===== src/rtl/gray_sync_decode.sv =====
// gray_sync_decode: brings a Gray-coded pointer/count into the clk domain
// through a plain flop chain. It decodes the synchronised value to binary and
// pulses changed/up on every new value.
// Optional: define GRAY_STEP_CHECK_EN to flag Gray steps that flip more than
// one bit (step_err) and to count them (err_cnt, saturating at 255).
// Reset rst is synchronous, active-low, and takes priority over everything.
module gray_sync_decode #(
  parameter int WIDTH       = 3,
  parameter int SYNC_STAGES = 2
) (
  input  logic             clk,
  input  logic             rst,
  input  logic [WIDTH-1:0] gray_in,
  output logic [WIDTH-1:0] gray_sync,
  output logic [WIDTH-1:0] bin_out,
  output logic             changed,
  output logic             up,
  output logic             step_err,
  output logic [7:0]       err_cnt
);

  // Synchroniser chain. Element 0 samples the asynchronous input.
  logic [SYNC_STAGES-1:0][WIDTH-1:0] r_sync;
  // Last registered gray_sync. Only the Gray domain is compared for "changed".
  logic [WIDTH-1:0]                  r_prev;
  logic [WIDTH-1:0]                  r_bin;
  logic                              r_changed;
  logic                              r_up;

  logic [WIDTH-1:0]                  w_dec;
  logic [WIDTH-1:0]                  w_bin_inc;
  logic                              w_changed;
  logic                              w_up;

  assign gray_sync = r_sync[SYNC_STAGES-1];
  assign bin_out   = r_bin;
  assign changed   = r_changed;
  assign up        = r_up;

  // Each binary bit is the XOR of all Gray bits at or above it.
  // Each bit is written as its own reduction, so there is no bit-to-bit chain.
  genvar gi;
  generate
    for (gi = 0; gi < WIDTH; gi++) begin : g_dec
      assign w_dec[gi] = ^gray_sync[WIDTH-1:gi];
    end
  endgenerate

  // The increment wraps naturally at 2^WIDTH, so 7 -> 0 counts as an up step.
  assign w_bin_inc = r_bin + WIDTH'(1);
  assign w_changed = (gray_sync != r_prev);
  assign w_up      = w_changed && (w_dec == w_bin_inc);

  // Flop chain only. There is no logic between stages, so metastability settles undisturbed.
  always_ff @(posedge clk) begin
    if (!rst) begin
      r_sync <= '0;
    end else begin
      r_sync[0] <= gray_in;
      for (int k = 1; k < SYNC_STAGES; k++) begin
        r_sync[k] <= r_sync[k-1];
      end
    end
  end

  // Register the decode and the change/direction pulses on the same edge.
  always_ff @(posedge clk) begin
    if (!rst) begin
      r_prev    <= '0;
      r_bin     <= '0;
      r_changed <= 1'b0;
      r_up      <= 1'b0;
    end else begin
      r_prev    <= gray_sync;
      r_bin     <= w_dec;
      r_changed <= w_changed;
      r_up      <= w_up;
    end
  end

`ifdef GRAY_STEP_CHECK_EN
  logic [WIDTH-1:0] w_diff;
  logic             w_multi;
  logic             r_step_err;
  logic [7:0]       r_err_cnt;

  // More than one set bit means clearing the lowest set bit leaves something behind.
  assign w_diff  = gray_sync ^ r_prev;
  assign w_multi = ((w_diff & (w_diff - WIDTH'(1))) != '0);

  assign step_err = r_step_err;
  assign err_cnt  = r_err_cnt;

  // Flag illegal multi-bit Gray steps and keep a saturating tally that only reset clears.
  always_ff @(posedge clk) begin
    if (!rst) begin
      r_step_err <= 1'b0;
      r_err_cnt  <= '0;
    end else begin
      r_step_err <= w_multi;
      if (w_multi && (r_err_cnt != 8'hFF)) begin
        r_err_cnt <= r_err_cnt + 8'd1;
      end
    end
  end
`else
  assign step_err = 1'b0;
  assign err_cnt  = 8'd0;
`endif

endmodule


===== config.mk =====
export PLATFORM = sky130hd
export DESIGN_NAME = gray_sync_decode
export DESIGN_NICKNAME = d
export VERILOG_FILES = /design/src/rtl/gray_sync_decode.sv
export SDC_FILE = /design/constraint.sdc
export NUM_CORES = 1
export LEC_CHECK = 0
export BUFFER_PORTS_ARGS = -buffer_cell sky130_fd_sc_hd__buf_2
export CAP_MARGIN = 15
export CORE_UTILIZATION = 39
export CTS_CLUSTER_SIZE = 20
export DETAILED_ROUTE_END_ITERATION = 10
export PLACE_DENSITY_LB_ADDON = 0.15
export SYNTH_ARGS = -nofsm -noshare
export SYNTH_HDL_FRONTEND = slang
export SYNTH_SLANG_ARGS = --single-unit

===== constraint.sdc =====
create_clock -name clk -period 1.87 [get_ports clk]
set_input_delay 0.374 -clock clk [delete_from_list [all_inputs] [get_ports clk]]
set_output_delay 0.374 -clock clk [all_outputs]
set_load 0.01 [all_outputs]

# Yosys cells after proc, flatten, opt, wreduce, memory -nomap -nowiden
# Index checks and enable logic that the tools add are counted.
[totals]
register_bits = 14
latch_bits = 0
ramBits = 0
rom_bits = 0
in_bits = 5
out_inout_bits = 17
word_cells = 12
n_memories = 0
[classes]
addsub = 1
mul = 0
div_mod_pow = 0
magnitude_cmp = 0
n_eq_ne = 2
shift = 0
mux = 0
n_bitwise = 0
n_reduce_logical = 3
[ops]
columns = ["op", "n"]
rows = [
  ["adder 3 x 1 -> 3 bit (second input constant)", 1],
  ["equality test 3 bit", 1],
  ["inequality test 3 bit", 1],
  ["parity 3 bit", 1],
  ["parity 2 bit", 1],
  ["logical AND 1 bit", 1],
]

# Logic depth before layout (Yosys ltp)
[depth]
ltp_word = 3
ltp_mapped = 4

# Worst setup path after synthesis
# No wires, ideal clock.
[synth_timing]
path_type = "register to register"
start = "register r_bin[0] (netlist: bin_out[0])"
end = "register r_up (netlist: up)"
setup_ns = 0.079
arrival_ns = 1.305
slack_ns = 0.486
stages_incl_launch_ff = 5
period_less_slack_ns = 1.384
path_cell_list = "dfxtp_1 ha_1 xor2_1 or3_1 a211oi_2"
[synth_via]
elab_chain_cells = 3
[synth_rtl]
columns = ["item", "line_no", "rtl"]
rows = [
  ["from (decl)", "26", "logic [WIDTH-1:0] r_bin;"],
  ["from (signal assigned)", "75", "r_bin <= w_dec;"],
  ["adder 3 x 1 -> 3 bit", "50", "assign w_bin_inc = r_bin + WIDTH'(1);"],
  ["equality test 3 bit", "52", "assign w_up = w_changed && (w_dec == w_bin_inc);"],
  ["logical AND 1 bit", "52", ""],
  ["to (signal assigned)", "77", "r_up <= w_up;"],
  ["to (decl)", "28", "logic r_up;"],
]
# No other way between the ends.
# A chain may end at the register's enable or synchronous reset.

# Final worst setup path
# Same ends and word-level chain as after synthesis.

==> metrics.txt <==
# TYPE chip_impl_metric gauge
chip_impl_info{name="critPathLaunchType",value="register"} 1
chip_impl_metric{name="pin_count_of_the_biggest_net_entering_global_routing",unit=""} 13
chip_impl_metric{name="global_route_wire_length_before_repair",unit="mm"} 1.14
chip_impl_metric{name="drt-initial-drc-count",unit=""} 0
chip_impl_metric{name="cts.path.max_buffers",unit=""} 2
chip_impl_metric{name="postSynthCellCount",unit=""} 54
chip_impl_metric{name="die_width",unit="µm"} 40.3
chip_impl_metric{name="max_freq",unit="GHz"} 0.716
chip_impl_info{name="timing.rr.end",value="up"} 1
chip_impl_metric{name="grt_antenna_before_repair",unit=""} 0
chip_impl_metric{name="timing.max_cap.violations",unit=""} 0
chip_impl_metric{name="grt_use_total",unit="%"} 11.7
chip_impl_metric{name="max_stage_delay",unit="ns"} 0.33
chip_impl_metric{name="yosysWarnings",unit=""} 0
chip_impl_metric{name="power_density",unit="mW/mm²"} 873
chip_impl_info{name="rsz0062_at_grt",value="no"} 1
chip_impl_metric{name="cp_num_buf_inv",unit=""} 0
chip_impl_metric{name="worstRegToRegCells",unit=""} 4
chip_impl_metric{name="synthDistinctLibCells",unit=""} 16
chip_impl_info{name="start_point_of_the_worst_min_delay_path",value="gray_in[1]"} 1
chip_impl_info{name="endpoint_kind",value="register"} 1
chip_impl_metric{name="drive_above_1_share",unit="%"} 29.7
chip_impl_metric{name="finish.net_count",unit=""} 71
chip_impl_metric{name="setup-violations-final",unit=""} 0
chip_impl_metric{name="clkPwrFrac",unit="%"} 31.9
chip_impl_metric{name="start_util",unit="%"} 42.8
chip_impl_metric{name="seqPwrFrac",unit="%"} 56.7
chip_impl_info{name="r2r-start",value="bin_out[0]"} 1
chip_impl_info{name="root_buffer",value="sky130_fd_sc_hd__clkbuf_4"} 1
chip_impl_metric{name="first_pass_iters",unit=""} 1
chip_impl_metric{name="final_routed_wire_length_divided_by_cell_count",unit="µm"} 8.82
chip_impl_metric{name="via_count_of_the_first_global_routing_pass",unit=""} 280
chip_impl_metric{name="switching_power",unit="mW"} 0.128
chip_impl_info{name="mostFrequentLayoutCell",value="sky130_fd_sc_hd__dfxtp_1"} 1
chip_impl_metric{name="place.gp.congestion",unit=""} 0.586
chip_impl_metric{name="drtAntennaViolNets",unit=""} 0
chip_impl_metric{name="cellLeakagePower",unit="nW"} 0.326
chip_impl_info{name="final_cell_mix",value="13 x sky130_fd_sc_hd__dfxtp_1, 12 x sky130_fd_sc_hd__buf_2, 9 x sky130_fd_sc_hd__conb_1"} 1
chip_impl_metric{name="share_of_the_clock_period_used_by_the_worst_path",unit="%"} 74.7
chip_impl_metric{name="std_cell_rows",unit=""} 13
chip_impl_metric{name="cp_data_arrival_time",unit="ns"} 1.59
chip_impl_metric{name="timing.clock.skew",unit="ns"} 0.000749
chip_impl_metric{name="min_delay_path_depth",unit=""} 2
chip_impl_metric{name="area.growth.synth_to_final",unit="%"} 5.92
chip_impl_metric{name="power_report.internal_total",unit="mW"} 0.400
chip_impl_info{name="path_cells",value="ha_1, xor2_1, or3_1, a211oi_2"} 1
chip_impl_metric{name="insertion_delay",unit="ns"} 0.27
chip_impl_metric{name="power.switching_fraction",unit="%"} 24.2
chip_impl_metric{name="portBuffers",unit=""} 12
chip_impl_metric{name="final_design_area_no_fill",unit="µm²"} 604
chip_impl_metric{name="postSynthRegisterBits",unit=""} 13
chip_impl_metric{name="p_comb_share",unit="%"} 11.4
chip_impl_info{name="hold_path_class",value="in -> reg"} 1
chip_impl_info{name="worst_path_max_delay_cell",value="sky130_fd_sc_hd__dfxtp_1"} 1
chip_impl_metric{name="fillerInstances",unit=""} 141
chip_impl_metric{name="cts.repair.resized",unit=""} 0
chip_impl_metric{name="timing.critical_path.required",unit="ns"} 2.06
chip_impl_metric{name="core_footprint",unit="mm²"} 0.00133
chip_impl_metric{name="irDropWorstVdd",unit="µV"} 380
chip_impl_metric{name="reg2reg_slack",unit="ns"} 0.47
chip_impl_metric{name="timing.final.hold_violations",unit=""} 0
chip_impl_info{name="worst_path_dominant_cell_family",value="flip-flops"} 1
chip_impl_info{name="critPathKind",value="reg -> reg"} 1
chip_impl_metric{name="drcViolationCount",unit=""} 0
chip_impl_metric{name="cts.clk_slew.worst_paths",unit="ns"} 0.08
chip_impl_metric{name="period_minus_slack",unit="ns"} 1.40
chip_impl_metric{name="cts-htree-levels",unit=""} 1
chip_impl_metric{name="dp_hpwl",unit="µm"} 531
chip_impl_metric{name="avgSynthCellArea",unit="µm²"} 10.6
chip_impl_metric{name="via_per_inst",unit=""} 4.01
chip_impl_info{name="tritoncts",value="yes"} 1
chip_impl_info{name="outcome",value="finished, final reports clean"} 1
chip_impl_info{name="worst_hold_path_endpoint",value="r_sync[1]"} 1
chip_impl_metric{name="seq_area_frac_synth",unit="%"} 45.6
chip_impl_metric{name="finalMaxSlewViolations",unit=""} 0
chip_impl_metric{name="cts-buffers-inserted",unit=""} 3
chip_impl_metric{name="chipHeight",unit="µm"} 40.3
chip_impl_metric{name="num_vias",unit=""} 317
chip_impl_metric{name="grt-ovfl-total",unit=""} 0
chip_impl_metric{name="worst_path_fanout_max",unit=""} 3
chip_impl_metric{name="insertedDiodeCount",unit=""} 0
chip_impl_metric{name="postCtsSetupBuffers",unit=""} 0
chip_impl_metric{name="die_outline_area",unit="mm²"} 0.00162
chip_impl_metric{name="cts_num_sinks",unit=""} 13
chip_impl_metric{name="wirelength",unit="µm"} 697
chip_impl_metric{name="netlist_area",unit="µm²"} 571
chip_impl_metric{name="io_pins",unit=""} 22
chip_impl_metric{name="setup_tns_after_final_layout",unit="ns"} 0
chip_impl_metric{name="cts_hold_repair.buffers",unit=""} 0
chip_impl_metric{name="total_cell_area_at_the_placement_stage",unit="µm²"} 578
[routing by layer]
layer | up-vias | share of wire, % | track usage (%)
met4 | 0 | 1.1 | 12.5
li1 | 164 | - | -
met2 | 13 | 47 | 16.9
met5 | - | 0 | 0
met1 | 138 | 46 | 13.0
met3 | 2 | 5.9 | 3.33
[cell type report]
| type | count | area [µm²] | area share, % |
|---|---|---|---|
| multi-input combinational | 34 | 235 | 38.9 |
| timing repair buffer | 12 | 60.1 | 9.94 |
| clock buffer | 4 | 26.3 | 4.35 |
| sequential | 13 | 260 | 43.1 |
| tap | 15 | 18.8 | 3.11 |
| inverter | 1 | 3.75 | 0.621 |
[per-stage QoR]
| stage | std cells | total power [mW] | setup WS, ns | utilization (%) | hold slack, ns |
|---|---|---|---|---|---|
| 2_1_floorplan | 62 | 0.368 | 0.486 | - | 0.412 |
| 3_3_place_gp | 75 | 0.367 | 0.507 | 43.3 | 0.416 |
| 3_5_place_dp | 75 | 0.368 | 0.477 | 43.3 | 0.420 |
| 4_1_cts | 79 | 0.539 | 0.450 | 45.3 | 0.297 |
| 5_1_grt | 79 | 0.563 | 0.391 | 45.3 | 0.290 |
| 6_report | 79 | 0.528 | 0.473 | 45.3 | 0.307 |
[worst max-delay path by stage]
stage / start / to / slack [ns] / cells after the start
final: bin_out[0] / up / 0.47 / 4
after global routing: bin_out[0] / up / 0.39 / 4
after CTS: bin_out[0] / up / 0.45 / 4
after detailed placement: bin_out[0] / up / 0.48 / 4
after global placement: bin_out[0] / up / 0.51 / 4
after floorplan: bin_out[0] / up / 0.49 / 4
[flip-flops by register name, indices dropped and copies added, names as in the netlist]
signal and flops:
gray_sync 3, r_prev 3, r_sync 3, bin_out 2
changed 1, up 1
[synthesized netlist by cell type]
| cell type | n | area (µm²) |
|---|---|---|
| sky130_fd_sc_hd__buf_4 | 13 | 97.6 |
| sky130_fd_sc_hd__o31ai_1 | 1 | 7.51 |
| sky130_fd_sc_hd__xnor2_1 | 2 | 17.5 |
| sky130_fd_sc_hd__ha_1 | 1 | 12.5 |
| sky130_fd_sc_hd__and2_2 | 2 | 15.0 |
| sky130_fd_sc_hd__and2_1 | 8 | 50.1 |
| sky130_fd_sc_hd__a211oi_2 | 1 | 12.5 |
| sky130_fd_sc_hd__or3_1 | 1 | 6.26 |
| sky130_fd_sc_hd__nor2b_1 | 1 | 6.26 |
| sky130_fd_sc_hd__xor2_2 | 1 | 16.3 |
| sky130_fd_sc_hd__conb_1 | 1 | 3.75 |
| sky130_fd_sc_hd__dfxtp_1 | 13 | 260 |
| sky130_fd_sc_hd__xor2_1 | 6 | 52.6 |
| sky130_fd_sc_hd__nand3_1 | 1 | 5.00 |
| sky130_fd_sc_hd__inv_1 | 1 | 3.75 |
| sky130_fd_sc_hd__clkbuf_1 | 1 | 3.75 |
[power groups by stage]
stage | sequential [mW] | clock (mW) | combinational (mW)
5_1_grt | 0.302 | 0.191 | 0.0691
2_1_floorplan | 0.308 | 0 | 0.0601
4_1_cts | 0.300 | 0.177 | 0.0614
6_report | 0.299 | 0.168 | 0.0604
3_5_place_dp | 0.307 | 0 | 0.0612
3_3_place_gp | 0.306 | 0 | 0.0611
[kinds of logic after synthesis]
| logic type | synth area share (%) |
|---|---|
| xor gates and xnor gates | 15.1 |
| adders and majority gates | 2.19 |
| DFF | 45.6 |
| AOI/OAI and AO/OA | 3.51 |
| buffers and inverters | 18.4 |
| other | 0.657 |
| and+or+nand+nor | 14.5 |
Power figures use the tool's default switching activity.
